File: src/rtl/uart_tx_sched_if.sv
// Requester handshakes and serial-transmitter control for the UART TX scheduler.
interface uart_tx_sched_if;
    logic       req0_valid;
    logic [7:0] req0_data;
    logic       req0_last;
    logic       req0_ready;
    logic       req1_valid;
    logic [7:0] req1_data;
    logic       req1_last;
    logic       req1_ready;
    logic [7:0] tx_data_o;
    logic       tx_start_o;
    logic       tx_busy_i;
    logic [1:0] grant_o;
    logic       err_tmo_o;

    // Requesters and transmitter side
    modport master (
        output req0_valid, req0_data, req0_last,
        output req1_valid, req1_data, req1_last,
        output tx_busy_i,
        input  req0_ready, req1_ready,
        input  tx_data_o, tx_start_o, grant_o, err_tmo_o
    );

    // Scheduler side
    modport slave (
        input  req0_valid, req0_data, req0_last,
        input  req1_valid, req1_data, req1_last,
        input  tx_busy_i,
        output req0_ready, req1_ready,
        output tx_data_o, tx_start_o, grant_o, err_tmo_o
    );
endinterface

File: src/rtl/uart_tx_sched.sv
// Two-requester packet scheduler feeding one serial transmitter: round-robin
// per packet, one byte in flight, start-ack timeout and inter-byte gap.
module uart_tx_sched #(
    parameter int unsigned GAP_CYC   = 16,
    parameter int unsigned START_TMO = 8
) (
    input logic             clk,
    input logic             rst_n,
    uart_tx_sched_if.slave  bus
);

    localparam int unsigned CNT_MAX = (GAP_CYC > START_TMO) ? GAP_CYC : START_TMO;
    localparam int unsigned CNT_W   = (CNT_MAX < 2) ? 1 : $clog2(CNT_MAX + 1);

    typedef enum logic [2:0] {
        IDLE      = 3'd0,
        ACCEPT    = 3'd1,
        START     = 3'd2,
        WAIT_ACK  = 3'd3,
        WAIT_DONE = 3'd4,
        GAP       = 3'd5
    } state_t;

    state_t           state_q, state_d;
    logic [1:0]       grant_q, grant_d;
    logic             ptr_q, ptr_d;
    logic             err_q, err_d;
    logic [7:0]       data_q;
    logic             last_q;
    logic             start_q;
    logic [CNT_W-1:0] cnt_q;

    logic [CNT_W:0]   cnt_inc_c;
    logic             gap_done_c;
    logic             tmo_c;
    logic             own_valid_c;
    logic [7:0]       own_data_c;
    logic             own_last_c;
    logic             transfer_c;

    // Owner-side mux; grant is one-hot or zero
    assign own_valid_c = (grant_q[0] & bus.req0_valid) | (grant_q[1] & bus.req1_valid);
    assign own_data_c  = grant_q[1] ? bus.req1_data : bus.req0_data;
    assign own_last_c  = grant_q[1] ? bus.req1_last : bus.req0_last;
    assign transfer_c  = (state_q == ACCEPT) && own_valid_c;

    assign cnt_inc_c  = {1'b0, cnt_q} + (CNT_W + 1)'(1);
    assign gap_done_c = 32'(cnt_inc_c) >= GAP_CYC;
    assign tmo_c      = 32'(cnt_inc_c) >= START_TMO;

    assign bus.req0_ready = (state_q == ACCEPT) && grant_q[0];
    assign bus.req1_ready = (state_q == ACCEPT) && grant_q[1];
    assign bus.tx_data_o  = data_q;
    assign bus.tx_start_o = start_q;
    assign bus.grant_o    = grant_q;
    assign bus.err_tmo_o  = err_q;

    always_ff @(posedge clk or negedge rst_n) begin
        if (!rst_n) begin
            state_q <= IDLE;
            grant_q <= 2'b00;
            ptr_q   <= 1'b0;
            err_q   <= 1'b0;
            data_q  <= 8'h00;
            last_q  <= 1'b0;
            start_q <= 1'b0;
            cnt_q   <= '0;
        end else begin
            state_q <= state_d;
            grant_q <= grant_d;
            ptr_q   <= ptr_d;
            err_q   <= err_d;
            start_q <= transfer_c;
            if (transfer_c) begin
                data_q <= own_data_c;
                last_q <= own_last_c;
            end
            // Counter restarts on every state entry; only timed states advance it
            if (state_d != state_q) begin
                cnt_q <= '0;
            end else if (state_q == WAIT_ACK || state_q == GAP) begin
                cnt_q <= cnt_inc_c[CNT_W-1:0];
            end
        end
    end

    always_comb begin
        state_d = state_q;
        grant_d = grant_q;
        ptr_d   = ptr_q;
        err_d   = err_q;
        case (state_q)
            IDLE: begin
                if (bus.req0_valid || bus.req1_valid) begin
                    state_d = ACCEPT;
                    if (bus.req0_valid && bus.req1_valid) begin
                        grant_d = ptr_q ? 2'b10 : 2'b01;
                    end else if (bus.req0_valid) begin
                        grant_d = 2'b01;
                    end else begin
                        grant_d = 2'b10;
                    end
                end
            end
            ACCEPT: begin
                if (transfer_c) begin
                    state_d = START;
                end
            end
            START: begin
                state_d = WAIT_ACK;
            end
            WAIT_ACK: begin
                if (bus.tx_busy_i) begin
                    state_d = WAIT_DONE;
                end else if (tmo_c) begin
                    err_d   = 1'b1;
                    state_d = GAP;
                end
            end
            WAIT_DONE: begin
                if (!bus.tx_busy_i) begin
                    state_d = GAP;
                end
            end
            GAP: begin
                if (gap_done_c) begin
                    if (last_q) begin
                        // Packet released: pointer goes to the requester that did not own it
                        grant_d = 2'b00;
                        ptr_d   = grant_q[0];
                        state_d = IDLE;
                    end else begin
                        state_d = ACCEPT;
                    end
                end
            end
            default: begin
                state_d = IDLE;
                grant_d = 2'b00;
            end
        endcase
    end

endmodule

File: src/flat_wrapper.sv
// flat-port wrapper written by rule: the top's interface ports become plain ports
module uart_tx_sched_flat 
#(
    parameter int unsigned GAP_CYC   = 16,
    parameter int unsigned START_TMO = 8
)
  (clk, rst_n, bus_req0_valid, bus_req0_data, bus_req0_last, bus_req1_valid, bus_req1_data, bus_req1_last, bus_tx_busy_i, bus_req0_ready, bus_req1_ready, bus_tx_data_o, bus_tx_start_o, bus_grant_o, bus_err_tmo_o);
  uart_tx_sched_if bus_i ();
  input logic clk;
  input logic rst_n;
  input wire logic [$bits(bus_i.req0_valid)-1:0] bus_req0_valid;
  input wire logic [$bits(bus_i.req0_data)-1:0] bus_req0_data;
  input wire logic [$bits(bus_i.req0_last)-1:0] bus_req0_last;
  input wire logic [$bits(bus_i.req1_valid)-1:0] bus_req1_valid;
  input wire logic [$bits(bus_i.req1_data)-1:0] bus_req1_data;
  input wire logic [$bits(bus_i.req1_last)-1:0] bus_req1_last;
  input wire logic [$bits(bus_i.tx_busy_i)-1:0] bus_tx_busy_i;
  output wire logic [$bits(bus_i.req0_ready)-1:0] bus_req0_ready;
  output wire logic [$bits(bus_i.req1_ready)-1:0] bus_req1_ready;
  output wire logic [$bits(bus_i.tx_data_o)-1:0] bus_tx_data_o;
  output wire logic [$bits(bus_i.tx_start_o)-1:0] bus_tx_start_o;
  output wire logic [$bits(bus_i.grant_o)-1:0] bus_grant_o;
  output wire logic [$bits(bus_i.err_tmo_o)-1:0] bus_err_tmo_o;
  assign bus_i.req0_valid = bus_req0_valid;
  assign bus_i.req0_data = bus_req0_data;
  assign bus_i.req0_last = bus_req0_last;
  assign bus_i.req1_valid = bus_req1_valid;
  assign bus_i.req1_data = bus_req1_data;
  assign bus_i.req1_last = bus_req1_last;
  assign bus_i.tx_busy_i = bus_tx_busy_i;
  assign bus_req0_ready = bus_i.req0_ready;
  assign bus_req1_ready = bus_i.req1_ready;
  assign bus_tx_data_o = bus_i.tx_data_o;
  assign bus_tx_start_o = bus_i.tx_start_o;
  assign bus_grant_o = bus_i.grant_o;
  assign bus_err_tmo_o = bus_i.err_tmo_o;
  uart_tx_sched #(.GAP_CYC(GAP_CYC), .START_TMO(START_TMO)) u_core (.clk(clk), .rst_n(rst_n), .bus(bus_i));
endmodule
File: config.mk
export PLATFORM = sky130hd
export DESIGN_NAME = uart_tx_sched_flat
export DESIGN_NICKNAME = d
export VERILOG_FILES = /design/src/rtl/uart_tx_sched_if.sv /design/src/rtl/uart_tx_sched.sv /design/src/flat_wrapper.sv
export SDC_FILE = /design/constraint.sdc
export NUM_CORES = 1
export LEC_CHECK = 0
export BUFFER_PORTS_ARGS = -buffer_cell sky130_fd_sc_hd__buf_4
export CAP_MARGIN = 20
export CORE_UTILIZATION = 45
export DETAILED_ROUTE_END_ITERATION = 8
export PLACE_DENSITY = 0.74
export SLEW_MARGIN = 20
export SYNTH_ARGS = -nofsm -noshare
export SYNTH_HDL_FRONTEND = slang
export SYNTH_SLANG_ARGS = --single-unit
File: constraint.sdc
create_clock -name clk -period 1.78 [get_ports clk]
set_clock_uncertainty 0.2 [all_clocks]
set_input_delay 0.534 -clock clk [delete_from_list [all_inputs] [get_ports clk]]
set_output_delay 0.534 -clock clk [all_outputs]
set_load 0.01 [all_outputs]
After elaboration in Yosys (flattened, before gate mapping) --
Cells that the tools add are included.
Word-level totals: input port bits 23, output and inout port bits 14, register bits 22
Operators by class: bitwise logic cells 5, magnitude comparators 2, muxes and demuxes 19, add/sub/neg operators 1, reductions and logical operators 12, equal/unequal tests 9
Operator list (count):
- $mux 3 | 6
- $pmux 3 s6 | 1
- $mux 2 | 6
- $mux 5 | 2
- $mux 8 | 1
- $add 5x1->6 const B | 1
- $eq 3x2->1 const B | 2
- $eq 3x3->1 const B | 2
- $ge 6x4->1 const B | 1
- $ge 6x5->1 const B | 1
- $ne 2x1->1 const B | 3
- $pmux 2 s3 | 1
- $reduce_and 3->1 | 2
- $logic_and 1x1->1 | 4
- $reduce_and 4->1 | 1
- $reduce_or 4->1 | 1
- $eq 3x1->1 const B | 1
- $logic_not 3->1 | 1
- $ne 3x3->1 | 1
- $and 1x1->1 | 2
- $logic_or 1x1->1 | 2
- $mux 1 | 2
- $not 1->1 | 2
- $reduce_bool 2->1 | 1
- $or 1x1->1 | 1

Depth between registers and ports, before layout --
Gate-level depths: netlist of run 1.
depth in word-level cells 7, mapped depth 6

Worst setup path before layout of run 1 --
No wires, ideal clock.
path type flip-flop to output port, start point register u_core.grant_q[1] (netlist: u_core.bus.grant_o[1]), end point output bus_req1_ready, data arrival time 1.154 ns, slack -0.108 ns, data required time 1.046 ns, stages on the path, launching flop included 3, buffers on the path 1, cell sequence dfrtp_1 -> buf_1 -> and4_1
On the way: word-level cells in the longest chain between the ends 1
Ends and longest elaborated chain:
- from (decl) | line uart_tx_sched.sv:25 | logic [1:0] grant_q, grant_d;
- from (signal assigned) | line uart_tx_sched.sv:70 | grant_q <= grant_d;
- $logic_and 1x1->1 | line uart_tx_sched.sv:52 | assign bus.req1_ready = (state_q == ACCEPT) && grant_q[1];
- to (decl) | line flat_wrapper.sv:19 | output wire logic [$bits(bus_i.req1_ready)-1:0] bus_req1_ready;
No other way between the ends.

Worst setup path after layout of run 1 --
start point register u_core.state_q[1], end point output bus_req1_ready
On the way: word-level cells in the longest chain between the ends 2
Ends and longest elaborated chain:
- from (decl) | line uart_tx_sched.sv:24 | state_t state_q, state_d;
- from (signal assigned) | line uart_tx_sched.sv:69 | state_q <= state_d;
- $eq 3x1->1 | line uart_tx_sched.sv:52
- $logic_and 1x1->1 | line uart_tx_sched.sv:52
No other way between the ends.

==> results of run 1 <==
-- worst register-to-register path, delay by kind of cell (launching register included) --
family,cells,cell delay (ns)
simple gates,2,0.67
flops,1,0.46
buf+inv,2,0.31
compound gates,1,0.26
-- stage by stage --
| stage | cell area, um2 | power [mW] | hold slack, ns | setup WS (ns) |
|---|---|---|---|---|
| after floorplan | 1280 | 1.33 | 0.0384 | -0.0154 |
| after global placement | 1730 | 1.74 | 0.235 | -0.176 |
| after detailed placement | 1730 | 1.79 | 0.237 | -0.197 |
| after CTS | 1970 | 2.30 | 0.276 | -0.200 |
| after global routing | 2040 | 2.56 | 0.287 | -0.264 |
| final | 2040 | 2.43 | 0.276 | -0.227 |
-- what timing repair did --
action | 4_1_cts | 5_1_grt
endpoints found under the hold margin | 22 | 0
cloned | 0 | 0
buffers inserted | 11 | 4
gates resized for setup | 26 | 8
hold buffers | 1 | 0
pin swaps | 12 | 7
setup endpoints to repair | 11 | 15
-- sequential cells by signal, summed over array words and instances (netlist names) --
signal / cells
u_core.ptr_q: 1
u_core.bus.tx_data_o: 8
u_core.bus.err_tmo_o: 1
u_core.cnt_q: 5
u_core.last_q: 1
u_core.bus.grant_o: 2
u_core.state_q: 3
u_core.bus.tx_start_o: 1
-- worst max-delay path by stage --
stage,start,endpoint,cells after the start
floorplan,bus_req0_valid,u_core.cnt_q[0],5
global placement,bus_req0_valid,u_core.cnt_q[0],6
detailed placement,bus_req0_valid,u_core.cnt_q[2],6
CTS,u_core.state_q[1],bus_req1_ready,4
global route,u_core.state_q[1],bus_req1_ready,4
finish,u_core.state_q[1],bus_req1_ready,4
-- power by group --
| group | total [mW] | internal [mW] | switching (mW) |
|---|---|---|---|
| Clock | 0.281 | 0.125 | 0.156 |
| Combinational | 1.41 | 0.680 | 0.734 |
| Sequential | 0.734 | 0.623 | 0.112 |
-- area by class of cell --
| cell class | instances | area [um2] | share of cell area [%] |
|---|---|---|---|
| Clock buffer | 4 | 36.3 | 1.78 |
| Timing Repair Buffer | 74 | 581 | 28.4 |
| Sequential cell | 22 | 556 | 27.2 |
| Tap cell | 30 | 37.5 | 1.84 |
| Inverter | 4 | 17.5 | 0.857 |
| Multi-Input combinational cell | 94 | 816 | 39.9 |
-- routing by layer --
layer,vias to the layer above,wire length [um],GRT usage [%]
met5,-,0,0
met4,0,99,9.40
met3,13,146,4.17
met2,56,2030,48.6
met1,648,1590,31.9
li1,602,-,-
-- kinds of logic (layout without fill, tap and decap cells) --
family	count (synthesis)	in the layout	share of synthesized area, %
AO/OA/AOI/OAI	38	38	21.1
flip-flops	22	22	44.4
adder cells (fa/ha/maj)	2	2	2.02
buffers and inverters	9	82	3.03
multiplexers	12	12	9.89
XOR/XNOR	5	5	3.53
AND/OR/NAND/NOR	37	37	16.0
-- cell usage after synthesis (all sizes together) --
master	count
dfrtp	22
o21ai	14
mux2i	10
nand2	10
nor2	8
a211oi	7
a21oi	6
xor2	5
inv	4
nand3	4
and3	3
clkbuf	3
nor4b	3
a21boi	2
a31oi	2
buf	2
ha	2
mux2	2
nand2b	2
nand3b	2
or2	2
a21bo	1
a21o	1
a221oi	1
a22o	1
a41o	1
and4	1
nand4	1
nor3	1
o221a	1
o22a	1
==> impl_metrics.csv, run 1 <==
group,metric,value,unit
worst_setup_path,crit-reg2reg-launch,"u_core.state_q[1]",
routing,vias,1319,
clock_network,clock-sinks,22,
sta,finalCritPeriodShare,113,%
global_route,grt_pass1_wl,5510,um
clock_network,clock_path_buffers,2,
worst_hold_path,min_delay_path_depth,1,
placement,port_buffers,36,
routing,drc_errors,0,
yosys,synth-seq-cells,22,
layout,layout.nets,224,
clock_network,clkLatencyLatePin,0.31,ns
placement,place_inst,208,
worst_setup_path,cp_slowest_cell,"dfrtp_2",
layout,instances_no_fill,228,
yosys,synth_top_area_share,44.4,%
layout,final_cell_mix,"67 x buf_4, 18 x dfrtp_1, 10 x nand2_1, 10 x o21ai_1, 9 x mux2i_1",
worst_setup_path,crit_chain,"buf_6 > inv_4 > and4_1 > buf_6",
worst_setup_path,worst-setup-path-type,"reg -> out",
global_route,grt_usage,26.9,%
floorplanning,die_h,54.5,um
flow_run,cap_violations,0,
clock_network,numCtsBuffers,3,
global_route,grt_pass1_vias,1221,
routing,first_pass_iters,4,
sta,worst_pin_slew,0.639,ns
yosys,syn_area_per_cell,9.92,um2
placement,gp_congestion,0.818,
floorplanning,start_util,48.7,%
layout,fillerInstances,155,
global_route,gr-total-overflow,0,
yosys,yosysWarnings,0,
sta,slew_headroom,56.8,%
sta,rsz0062_at_grt,"true",
sta,final.setup.tns,-1.80,ns
run_status,status,"finished, violations left",
power_and_ir_drop,p_per_area,1190,nW/um2
yosys,syn_area,1240,um2
worst_setup_path,rrSetupSlack,-0.19,ns
routing,wl,3870,um
worst_setup_path,crit_arrival,1.27,ns
global_route,grt_max_degree,23,
power_and_ir_drop,peakVddDrop,0.946,mV
worst_setup_path,end_kind,"primary output",
yosys,synth_top_cell_by_area,"dfrtp_1",
worst_setup_path,crit_top_cell,"buf_6",
sta,hold_violations,0,
worst_hold_path,min_to,"u_core.bus.err_tmo_o",
worst_setup_path,path_buf_inv,3,
sta,setup_violations,12,
sta,maxSlewViolCount,0,
layout,syn_to_final_growth,64.8,%
worst_setup_path,path_max_fanout,4,
yosys,syn_inst,125,
power_and_ir_drop,p_leak,0.948,nW
worst_setup_path,r2r_end,"u_core.bus.grant_o[1]",
worst_setup_path,slowest_delay,0.46,ns
routing,wl_per_cell,17.0,um
sta,setup_ws,-0.227,ns
floorplanning,die-area,2970,um2
worst_hold_path,holdCritPathClass,"reg -> reg",
yosys,synth_area_leaders,"dfrtp_1 44%, mux2i_1 8.1%, o21ai_1 4.4%",
worst_setup_path,startpoint_type,"register",
floorplanning,rows,18,
floorplanning,coreArea,2540,um2
routing,drtIter0Drc,38,
worst_setup_path,crit_family,"flip-flops",
worst_hold_path,hp-start,"u_core.bus.err_tmo_o",
placement,dp_hpwl,2390,um
sta,min_period,2.01,ns
clock_network,cts_tree,"built",
routing,vias_per_cell,5.79,
worst_setup_path,required,1.05,ns
floorplanning,dieWidth,54.5,um
yosys,synth_nets,150,
yosys,synth_cell_types,40,
clock_network,cts-root-buf,"clkbuf_4",
layout,drive_above_1_share,56.1,%
clock_network,htree_levels,1,
clock_network,clk_pin_slew_worst_paths,0.12,ns
global_route,antenna_found_initial,0,
layout,num_antenna_cells,0,
sta,fmax,498,MHz
routing,postRouteAntennaNets,0,
run_status,violations,"negative setup slack",
floorplanning,ios,37,
layout,final_common_cell,"buf_4",
layout,final_util,80.3,%
yosys,ys_seq_area_share,44.4,%
worst_setup_path,rr_worst_depth,5,
Note: power is estimated with default switching activity, not from simulation.
==> run 2: changes to the inputs <==
--- a/config.mk
+++ b/config.mk
@@ -7,9 +7,9 @@
 export LEC_CHECK = 0
 export BUFFER_PORTS_ARGS = -buffer_cell sky130_fd_sc_hd__buf_4
 export CAP_MARGIN = 20
-export CORE_UTILIZATION = 45
+export CORE_UTILIZATION = 40
 export DETAILED_ROUTE_END_ITERATION = 8
-export PLACE_DENSITY = 0.74
+export PLACE_DENSITY = 0.67
 export SLEW_MARGIN = 20
 export SYNTH_ARGS = -nofsm -noshare
 export SYNTH_HDL_FRONTEND = slang
==> impl_metrics.csv, run 2 (same netlist as run 1, synthesis figures left out) <==
group,metric,value,unit
run_status,status,"finished, violations left",
run_status,violations,"design-rule violations, negative setup slack",
power_and_ir_drop,power,2.53,mW
global_route,antenna_found_initial,0,
sta,setup_violations,12,
worst_setup_path,worst-setup-path-type,"reg -> reg",
power_and_ir_drop,clkPwrFrac,9.1,%
placement,gp_congestion,0.816,
global_route,grt_pass1_wl,6130,um
routing,vias,1281,
power_and_ir_drop,netSwitchingFraction,41.8,%
global_route,grt_max_degree,23,
routing,vias_per_cell,5.72,
worst_setup_path,end_kind,"register",
global_route,gr-total-overflow,0,
sta,final.setup.tns,-1.63,ns
power_and_ir_drop,switchingPower,1.06,mW
global_route,grt_usage,24.1,%
worst_setup_path,startpoint_type,"register",
power_and_ir_drop,p_per_area,1210,nW/um2
worst_setup_path,path_buf_inv,0,
layout,fin_area,2090,um2
worst_hold_path,holdCritPathClass,"reg -> reg",
power_and_ir_drop,p_leak,0.946,nW
layout,final_util,73.3,%
layout,fillerInstances,192,
sta,setup_ws,-0.177,ns
floorplanning,start_util,43.5,%
routing,wl_per_cell,17.4,um
power_and_ir_drop,peakVddDrop,0.624,mV
routing,postRouteAntennaNets,0,
sta,finalCritPeriodShare,110,%
routing,wl,3910,um
clock_network,clkLatencyLatePin,0.30,ns
clock_network,clk_pin_slew_worst_paths,0.12,ns
layout,final_cell_mix,"59 x buf_4, 18 x dfrtp_1, 10 x nand2_1, 9 x mux2i_1, 9 x o21ai_1",
placement,dp_hpwl,2410,um
clock_network,clock_path_buffers,2,
floorplanning,dieWidth,57.7,um
sta,slew_headroom,55.3,%
clock_network,htree_levels,1,
layout,largest_reg_flops,8,
global_route,grt_pass1_vias,1351,
sta,min_period,1.96,ns
layout,multiInputGateArea,880,um2
layout,drive_above_1_share,59.6,%
worst_setup_path,required,1.77,ns
clock_network,clock-sinks,22,
clock_network,numCtsBuffers,3,
floorplanning,rows,19,
sta,worst_pin_slew,0.665,ns
sta,hold_violations,0,
placement,place_inst,205,
clock_network,cts_tree,"built",
routing,drtIter0Drc,54,
sta,maxSlewViolCount,0,
floorplanning,die-area,3330,um2
layout,syn_to_final_growth,68.7,%
routing,drc_errors,1,
floorplanning,die_h,57.7,um
flow_run,cap_violations,0,
sta,rsz0062_at_grt,"true",
sta,holdWs,0.272,ns
routing,first_pass_iters,6,
power_and_ir_drop,p_int,1.48,mW
worst_setup_path,crit_chain,"ha_4 > and3_4 > a21oi_4 > a211oi_4 > o21ai_4 > a211oi_2",
worst_setup_path,crit_arrival,1.95,ns
layout,layout.nets,220,
layout,instances_no_fill,224,
placement,port_buffers,36,
worst_setup_path,cp_slowest_cell,"dfrtp_1",
floorplanning,coreArea,2850,um2
floorplanning,ios,37,
layout,regArea,556,um2
worst_setup_path,slowest_delay,0.44,ns
layout,num_antenna_cells,0,
sta,fmax,511,MHz
power_and_ir_drop,pwr-share-comb,61.8,%
worst_setup_path,path_max_fanout,5,
clock_network,cts-root-buf,"clkbuf_4",
layout,final_common_cell,"buf_4",
placement,pre_cts_slack,-0.254,ns
power_and_ir_drop,p_seq_share,29.1,%
worst_setup_path,crit_family,"compound AO/OA/AOI/OAI gates",
placement,placed_cell_area,1710,um2
[run 2: changes by cell type in the layout (fill, tap and decap cells not counted), sizes merged]
cell    change
clkbuf      -1
buf         -4
[run 2: final timing paths]
path,startpoint,to,slack (ns),cells past startpoint
hold reg to reg,u_core.bus.err_tmo_o,u_core.bus.err_tmo_o,0.27,1
min in group asynchronous,rst_n,u_core.ptr_q,0.43,2
setup / recovery,u_core.cnt_q[0],u_core.cnt_q[3],-0.18,6
max in group asynchronous,rst_n,u_core.state_q[0],0.71,2
setup reg to reg,u_core.cnt_q[0],u_core.cnt_q[3],-0.18,6
hold / removal,u_core.bus.err_tmo_o,u_core.bus.err_tmo_o,0.27,1
[run 2: cell type report]
type	count	share of cell area [%]
multi-input cells	94	42.0
repair buffers	70	27.6
flip-flops and latches	22	26.6
well taps	31	1.85
clock buffers	3	1.08
inverters	4	0.837
[run 2: power groups by stage]
stage          Combinational, mW  Sequential, mW  Clock (mW)
2_1_floorplan              0.567           0.765           0
3_3_place_gp               0.984           0.733           0
3_5_place_dp                1.03           0.738           0
4_1_cts                     1.31           0.731       0.232
5_1_grt                     1.68           0.754       0.253
6_report                    1.57           0.739       0.231
[run 2: timing repair]
action | in CTS | in global routing
endpoints found under the setup margin | 11 | 16
pin swaps | 11 | 9
hold buffers | 1 | 0
setup buffers | 11 | 4
gates resized for setup | 25 | 24
hold endpoints to repair | 22 | 0
[run 2: routing by layer]
metal	track usage (%)	routed length, um
met1	28.8	1590
met2	42.9	1990
met3	3.57	232
met4	10.9	85
met5	0	0
